===== config.mk =====
export PLATFORM = sky130hd
export DESIGN_NAME = alert_handler_class_accu
export DESIGN_NICKNAME = d
export VERILOG_FILES = /design/src/rtl/alert_handler_reg_pkg.sv /design/src/rtl/alert_handler_accu.sv /design/src/rtl/alert_handler_class_accu.sv
export SDC_FILE = /design/constraint.sdc
export NUM_CORES = 1
export LEC_CHECK = 0
export ABC_AREA = 1
export BUFFER_PORTS_ARGS = -buffer_cell sky130_fd_sc_hd__buf_2
export CORE_UTILIZATION = 30
export CTS_BUF_LIST = sky130_fd_sc_hd__clkbuf_8
export DETAILED_ROUTE_END_ITERATION = 8
export REMOVE_ABC_BUFFERS = 1
export SKIP_LAST_GASP = 1
export SLEW_MARGIN = 5
export SYNTH_ARGS = -nofsm -noshare
export SYNTH_HDL_FRONTEND = slang
export SYNTH_SLANG_ARGS = --single-unit
export TNS_END_PERCENT = 50

===== constraint.sdc =====
create_clock -name clk_i -period 1.8 [get_ports clk_i]
set_input_delay 0.09 -clock clk_i [delete_from_list [all_inputs] [get_ports clk_i]]
set_output_delay 0.09 -clock clk_i [all_outputs]
set_load 0.01 [all_outputs]

===== src/rtl/alert_handler_reg_pkg.sv =====
// Shared constants and types for the alert handler class accumulator.
//   NAlerts, N_LOC_ALERT, N_CLASSES, CLASS_DW, AccuCntDw : default sizing
//   accu_state_e                                        : per-class accumulation FSM states
package alert_handler_reg_pkg;

   localparam int unsigned NAlerts     = 1;
   localparam int unsigned N_LOC_ALERT = 4;
   localparam int unsigned N_CLASSES   = 4;
   localparam int unsigned CLASS_DW    = 2;
   localparam int unsigned AccuCntDw   = 16;

   typedef enum logic [1:0] {
      Idle = 2'b00,
      Accu = 2'b01,
      Trig = 2'b10
   } accu_state_e;

endpackage


===== src/rtl/alert_handler_accu.sv =====
// Single-class accumulation counter with threshold FSM.
//   clk_i, rst_ni  : clock, synchronous active-low reset
//   class_en_i     : class enable; when low nothing counts or moves
//   clr_i          : return to Idle with a zero count (beats a same-cycle hit)
//   hit_i          : at least one alert mapped to this class fired
//   thresh_i       : accumulation threshold
//   accu_cnt_o     : saturating hit count
//   accu_trig_o    : one-cycle pulse on the (thresh+1)-th hit
module alert_handler_accu
   import alert_handler_reg_pkg::*;
#(
   parameter int unsigned AccuCntDw = alert_handler_reg_pkg::AccuCntDw
) (
   input  logic                 clk_i,
   input  logic                 rst_ni,
   input  logic                 class_en_i,
   input  logic                 clr_i,
   input  logic                 hit_i,
   input  logic [AccuCntDw-1:0] thresh_i,
   output logic [AccuCntDw-1:0] accu_cnt_o,
   output logic                 accu_trig_o
);

   accu_state_e          state_d, state_q;
   logic [AccuCntDw-1:0] cnt_d, cnt_q;
   logic                 trig_d, trig_q;

   always_comb begin
      state_d = state_q;
      cnt_d   = cnt_q;
      trig_d  = 1'b0;
      if (clr_i) begin
         state_d = Idle;
         cnt_d   = '0;
      end else if (class_en_i && hit_i) begin
         cnt_d = (cnt_q == {AccuCntDw{1'b1}}) ? cnt_q : cnt_q + AccuCntDw'(1);
         // Threshold compare uses the pre-increment count. In Idle the count
         // is always zero, so this also covers the thresh == 0 shortcut.
         unique case (state_q)
            Idle, Accu: begin
               if (cnt_q >= thresh_i) begin
                  state_d = Trig;
                  trig_d  = 1'b1;
               end else begin
                  state_d = Accu;
               end
            end
            Trig:    state_d = Trig;
            default: state_d = Idle;
         endcase
      end
   end

   always_ff @(posedge clk_i) begin
      if (!rst_ni) begin
         state_q <= Idle;
         cnt_q   <= '0;
         trig_q  <= 1'b0;
      end else begin
         state_q <= state_d;
         cnt_q   <= cnt_d;
         trig_q  <= trig_d;
      end
   end

   assign accu_cnt_o  = cnt_q;
   assign accu_trig_o = trig_q;

endmodule


===== src/rtl/alert_handler_class_accu.sv =====
// Registered alert classifier with sticky causes and per-class accumulation.
//   clk_i, rst_ni                     : clock, synchronous active-low reset
//   alert_trig_i / loc_alert_trig_i   : alert events (level per cycle)
//   alert_en_i / loc_alert_en_i       : per-alert enables
//   alert_class_i / loc_alert_class_i : packed class index per alert, alert 0 in LSBs
//   cause_clr_i / loc_cause_clr_i     : clear sticky cause bits (a same-cycle set wins)
//   class_en_i, class_clr_i           : per-class enable and counter/FSM clear
//   accu_thresh_i                     : packed per-class thresholds
//   alert_cause_o / loc_alert_cause_o : sticky causes
//   class_trig_o                      : registered qualified class hit
//   accu_cnt_o, accu_trig_o           : per-class count and threshold pulse
module alert_handler_class_accu
   import alert_handler_reg_pkg::*;
#(
   parameter int unsigned NAlerts    = alert_handler_reg_pkg::NAlerts,
   parameter int unsigned NLocAlerts = alert_handler_reg_pkg::N_LOC_ALERT,
   parameter int unsigned NClasses   = alert_handler_reg_pkg::N_CLASSES,
   parameter int unsigned ClassDw    = alert_handler_reg_pkg::CLASS_DW,
   parameter int unsigned AccuCntDw  = alert_handler_reg_pkg::AccuCntDw
) (
   input  logic                            clk_i,
   input  logic                            rst_ni,
   input  logic [NAlerts-1:0]              alert_trig_i,
   input  logic [NLocAlerts-1:0]           loc_alert_trig_i,
   input  logic [NAlerts-1:0]              alert_en_i,
   input  logic [NLocAlerts-1:0]           loc_alert_en_i,
   input  logic [NAlerts*ClassDw-1:0]      alert_class_i,
   input  logic [NLocAlerts*ClassDw-1:0]   loc_alert_class_i,
   input  logic [NAlerts-1:0]              cause_clr_i,
   input  logic [NLocAlerts-1:0]           loc_cause_clr_i,
   input  logic [NClasses-1:0]             class_en_i,
   input  logic [NClasses-1:0]             class_clr_i,
   input  logic [NClasses*AccuCntDw-1:0]   accu_thresh_i,
   output logic [NAlerts-1:0]              alert_cause_o,
   output logic [NLocAlerts-1:0]           loc_alert_cause_o,
   output logic [NClasses-1:0]             class_trig_o,
   output logic [NClasses*AccuCntDw-1:0]   accu_cnt_o,
   output logic [NClasses-1:0]             accu_trig_o
);

   logic [NAlerts-1:0]    hit;
   logic [NLocAlerts-1:0] loc_hit;
   logic [NClasses-1:0]   c_hit;

   logic [NAlerts-1:0]    cause_d, cause_q;
   logic [NLocAlerts-1:0] loc_cause_d, loc_cause_q;
   logic [NClasses-1:0]   class_trig_d, class_trig_q;

   assign hit     = alert_en_i & alert_trig_i;
   assign loc_hit = loc_alert_en_i & loc_alert_trig_i;

   assign cause_d     = (cause_q & ~cause_clr_i) | hit;
   assign loc_cause_d = (loc_cause_q & ~loc_cause_clr_i) | loc_hit;

   // Indices >= NClasses simply never match, so such alerts hit no class.
   always_comb begin
      c_hit = '0;
      for (int unsigned k = 0; k < NClasses; k++) begin
         for (int unsigned i = 0; i < NAlerts; i++) begin
            if (alert_class_i[i*ClassDw +: ClassDw] == ClassDw'(k)) begin
               c_hit[k] = c_hit[k] | hit[i];
            end
         end
         for (int unsigned i = 0; i < NLocAlerts; i++) begin
            if (loc_alert_class_i[i*ClassDw +: ClassDw] == ClassDw'(k)) begin
               c_hit[k] = c_hit[k] | loc_hit[i];
            end
         end
      end
   end

   assign class_trig_d = c_hit & class_en_i;

   always_ff @(posedge clk_i) begin
      if (!rst_ni) begin
         cause_q      <= '0;
         loc_cause_q  <= '0;
         class_trig_q <= '0;
      end else begin
         cause_q      <= cause_d;
         loc_cause_q  <= loc_cause_d;
         class_trig_q <= class_trig_d;
      end
   end

   assign alert_cause_o     = cause_q;
   assign loc_alert_cause_o = loc_cause_q;
   assign class_trig_o      = class_trig_q;

   for (genvar k = 0; k < NClasses; k++) begin : g_class
      alert_handler_accu #(
         .AccuCntDw (AccuCntDw)
      ) u_accu (
         .clk_i       (clk_i),
         .rst_ni      (rst_ni),
         .class_en_i  (class_en_i[k]),
         .clr_i       (class_clr_i[k]),
         .hit_i       (c_hit[k]),
         .thresh_i    (accu_thresh_i[k*AccuCntDw +: AccuCntDw]),
         .accu_cnt_o  (accu_cnt_o[k*AccuCntDw +: AccuCntDw]),
         .accu_trig_o (accu_trig_o[k])
      );
   end

endmodule


* Word level (Yosys, flattened, before mapping)
Cells that the tools add are included.
Storage, ports and cells: bits in registers 85, logic and storage cells 149, input port bits 99
Operators by class: bitwise gates (word level) 38, add/subtract/negate cells 4, equality and inequality tests 27, reduce and logical (&&, ||, !) cells 29, mux-type cells 32, order comparisons 4
Operators with widths (number):
- 16-bit by 1-bit adder with 16-bit output (second input constant) | 4
- 16-bit equality test (second input constant) | 4
- 16-bit greater-or-equal comparator | 4
- 2-bit equality test (second input constant) | 14
- 1-bit two-way mux | 24
- 2-bit by 1-bit equality test with 1-bit output (second input constant) | 9
- 2-bit logical NOT | 9
- 1-bit OR | 17
- 2-bit one-hot mux with 2 select lines | 4
- 2-bit OR reduction | 8
- 4-bit OR reduction | 4
- 1-bit inverter | 14
- 4-bit AND | 3
- 2-bit two-way mux | 4
- 2-bit AND reduction | 4
- 1-bit logical AND | 4
- 4-bit inverter | 1
- 4-bit OR | 1
- 1-bit AND | 2

* Longest topological paths before layout
depth in word-level cells 13, depth in mapped cells 13, mapped depth without buffers 13

* By module
From an unflattened synthesis, not the netlist that was laid out.
Unflattened totals: cell total of the unflattened synthesis 1017, area total of the unflattened synthesis 6975.4 sq um
Modules (own cells, without submodules):
- alert_handler_accu | seq. area each 380.4 sq um, area an instance 1596.5 sq um, cells each 230, times used 4
- alert_handler_class_accu | seq. area each 180.2 sq um, area an instance 589.3 sq um, cells each 97, times used 1

* Least setup slack after synthesis
Ideal clock, no wire load.
path kind register -> register, from register g_class[0].u_accu.cnt_q[1], to register g_class[0].u_accu.cnt_q[12], cell stages (with the launch flop) 9, data required time 1.730 ns, library setup time 0.070 ns, arrival 1.632 ns, setup slack 0.098 ns, cell sequence dfxtp_1 -> ha_1 -> nand2_1 -> nor2_2 -> nand4_2 -> nand3_2 -> buf_6 -> nand2_1 -> a21oi_1
On the way: word-level cells in the longest chain between the ends 3, elaborated cells between the ends (all ways) 4, classes of those cells 1 x add/sub; 1 x eq/ne; 1 x bitwise; 1 x reduce/logical
Ends and longest elaborated chain:
- start: declaration | line alert_handler_accu.sv:25 | logic [AccuCntDw-1:0] cnt_d, cnt_q;
- start signal: assignment | line alert_handler_accu.sv:61 | cnt_q <= cnt_d;
- branches (longest 3 deep; another with 16-bit by 1-bit adder with 16-bit output)
Parallel ways; which one is timed is not known. A chain may end at the register's enable or synchronous reset.

* Final worst setup path
from register g_class[3].u_accu.cnt_q[0], to register g_class[3].u_accu.cnt_q[7]
On the way: word-level cells in the longest chain between the ends 3, elaborated cells between the ends (all ways) 4, classes of those cells 1 x add/sub; 1 x eq/ne; 1 x bitwise; 1 x reduce/logical
Ends and longest elaborated chain (line):
- start: declaration | alert_handler_accu.sv:25
- start signal: assignment | alert_handler_accu.sv:61
- branches (longest 3 deep; another with 16-bit by 1-bit adder with 16-bit output)
Parallel ways; which one is timed is not known.

==> results.yml <==
layout:
  register_area_sq_um: 1700
  fin_util_pct: 40.0
  multi_input_area_sq_um: 3990
  final_common_cell: "nand2_1"
  fin_cells: 1466
  nFillCells: 2187
  final_cell_mix: "234 x nand2_1, 175 x buf_2, 144 x inv_1"
  diodes: 0
  drive_above_1_share_pct: 22.7
  area_delta_synth_final_pct: 28.9
  final_nets: 1358
clock_tree:
  numCtsBuffers: 9
  postCtsSetupRepairBufs: 0
  cts_tree: "built"
  root_buffer: "clkbuf_8"
  clockBufferDepth: 2
  cts.clk_slew.worst_paths_ns: 0.09
  numClockSinks: 85
  htree_levels: 3
  clock_latency_ns: 0.37
route:
  top_layer_used: "met4"
  ant_nets: 0
  wl_microns: 17800
  vias: 6747
  drt_iter0_drc: 251
  drtPass1Iterations: 4
  drc: 0
  met2_length_microns: 8370
  dr_wl_met3_microns: 945
  wl_per_cell_microns: 12.1
  routed_via_density: 4.60
  wl_met1_microns: 8220
outcome:
  status: "completed"
timing:
  layout_setup_ws_ns: 0.157
  slew_headroom_pct: 62.8
  fin_crit_ns: 1.64
  worst_pin_slew_ns: 0.555
  drv_slew: 0
  skew_ns: 0.0103
  finalSetupViolCount: 0
  fmax_mhz: 609
  post-route-period-util_pct: 91.3
  hold_violations: 0
  rsz0062_at_grt: "true"
grt:
  antenna_found_initial: 0
  grt_max_degree: 20
  grt_use_total_pct: 16.5
  overflow: 0
  grt_pass1_wl_microns: 29000
  grt_pass1_vias: 6235
floorplan:
  rows: 52
  start_util_pct: 31.0
  core_area_sq_um: 20500
  io_pins: 176
  die_area_sq_um: 21800
  die_y_microns: 148
  dieWidth_microns: 148
pwr:
  p_leak_nw: 4.23
  p_per_area_nw_per_um2: 475
  finalPower_mw: 3.90
  peakVddDrop_mv: 0.326
critical_path:
  rrSetupSlack_ns: 0.16
  crit_arrival_ns: 1.88
  path_max_fanout: 16
  crit_required_ns: 2.04
  reg2reg_to: "g_class[3].u_accu.accu_cnt_o[7]"
  criticalPathCategory: "reg -> reg"
  r2r-start: "g_class[3].u_accu.accu_cnt_o[0]"
  cp-start-kind: "register"
  r2r_cells: 7
  cp-end-kind: "register"
flow_run:
  maxCapViolCount: 0
hold_path:
  hp-class: "in -> reg"
  worstHoldStart: "loc_alert_trig_i[2]"
  hold_depth: 3
  holdPathEnd: "loc_alert_cause_o[2]"
logic_synthesis:
  synth-adder-area-share_pct: 13.4
  yosys.area_share.simple_pct: 33.3
  syn_inst: 960
  synth_top_area_share_pct: 26.8
  synth_xor_area_share_pct: 6.33
  yosys-top-cells-area: "dfxtp_1 27%, nand2_1 14%, ha_1 13%"
  synth_warnings: 0
  synth-seq-cells: 85
  synthesis.area_sq_um: 6360
  synth_cell_types: 31
  synth_area_leader_cell: "dfxtp_1"
  muxShareOfSynthArea_pct: 0
  yosysSeqAreaShare_pct: 26.8
  syn_avg_cell_area_sq_um: 6.63
  synth_top_family_by_area: "simple AND/OR/NAND/NOR gates"
  synth_compound_area_share_pct: 9.60
place:
  dp_slack_ns: 0.0996
  dp.cells: 1442
  io_buffers: 175
  dpl.hpwl_microns: 14100
  gp_congestion: 0.856
-- registers in the layout, summed over array words and instances, names as in the netlist --
| signal | cells |
|---|---|
| alert_cause_o | 1 |
| class_trig_o | 4 |
| g_class.u_accu.accu_cnt_o | 64 |
| g_class.u_accu.accu_trig_o | 4 |
| g_class.u_accu.state_q | 8 |
| loc_alert_cause_o | 4 |
-- per-stage QoR --
step | cell area, sq um | setup TNS, ns | hold WS (ns)
6_report | 8200 | 0 | 0.0306
4_1_cts | 8180 | 0 | 0.00554
3_3_place_gp | 7890 | 0 | 0.334
2_1_floorplan | 6240 | -0.870 | 0.249
5_1_grt | 8200 | -0.257 | 0.0151
3_5_place_dp | 7890 | 0 | 0.345
-- cells in the mapped netlist, drive strengths merged --
library cell and n:
clkinv 2, xnor2 15, clkbuf 9, o21bai 6, o21a 4, nand4 23, ha 68, a21oi 98
inv 146, buf 11, nor3b 1, nor3 20, xor2 31, nand3 106, or2 1, nand2 239
nor2b 1, dfxtp 85, nor2 84, o21ai 9, nand3b 1
-- area by class of cell --
cell class,instances,area share (%)
Sequential cell,85,20.8
Inverter,148,6.78
Clock buffer,10,1.68
Tap cell,270,4.12
Clock inverter,6,0.916
Timing Repair Buffer,240,17.0
Multi-Input combinational cell,707,48.7
-- repair_timing --
action | 4_1_cts | 5_1_grt
endpoints found under the setup margin | 0 | 25
hold buffers | 8 | 0
hold endpoints to repair | 8 | 0
resized for setup | 0 | 3
-- critical path, stage by stage (launching register included) --
cell and delay (ns):
dfxtp_1 0.41, ha_2 0.25, nand3_2 0.13, nor2_4 0.17
nand4_2 0.15, buf_4 0.24, nand3_1 0.09, a21oi_1 0.06
-- worst max-delay path by stage --
stage                                                   to                            start  cells past startpoint  slack (ns)
after floorplan            g_class[0].u_accu.accu_cnt_o[0]  g_class[0].u_accu.accu_cnt_o[1]                      7       -0.04
after global placement     g_class[3].u_accu.accu_cnt_o[1]  g_class[3].u_accu.accu_cnt_o[0]                      7        0.18
after detailed placement  g_class[3].u_accu.accu_cnt_o[10]  g_class[3].u_accu.accu_cnt_o[0]                      7         0.1
after CTS                  g_class[3].u_accu.accu_cnt_o[7]  g_class[3].u_accu.accu_cnt_o[0]                      7        0.08
after global routing       g_class[0].u_accu.accu_cnt_o[0]  g_class[0].u_accu.accu_cnt_o[1]                      7       -0.05
final                      g_class[3].u_accu.accu_cnt_o[7]  g_class[3].u_accu.accu_cnt_o[0]                      7        0.16
-- cell families after synthesis --
kind of cell / Yosys count
buf+inv: 168
simple gates: 476
flops: 85
compound gates: 117
xor+xnor: 46
fa+ha+maj: 68
-- per-layer routing --
metal  global-route usage [%]  up-vias
met2                     28.3      157
met3                     3.33       15
met5                        0        -
met4                     5.10        0
met1                     20.6     3013
li1                         -     3562
-- report_power, final --
group	internal, mW	switching, mW	total (mW)	leakage [nW]
combinational	0.208	0.277	0.485	3.44
clock	0.707	0.801	1.51	0.111
sequential	1.89	0.00893	1.90	0.686
(Power assumes the default switching activity.)
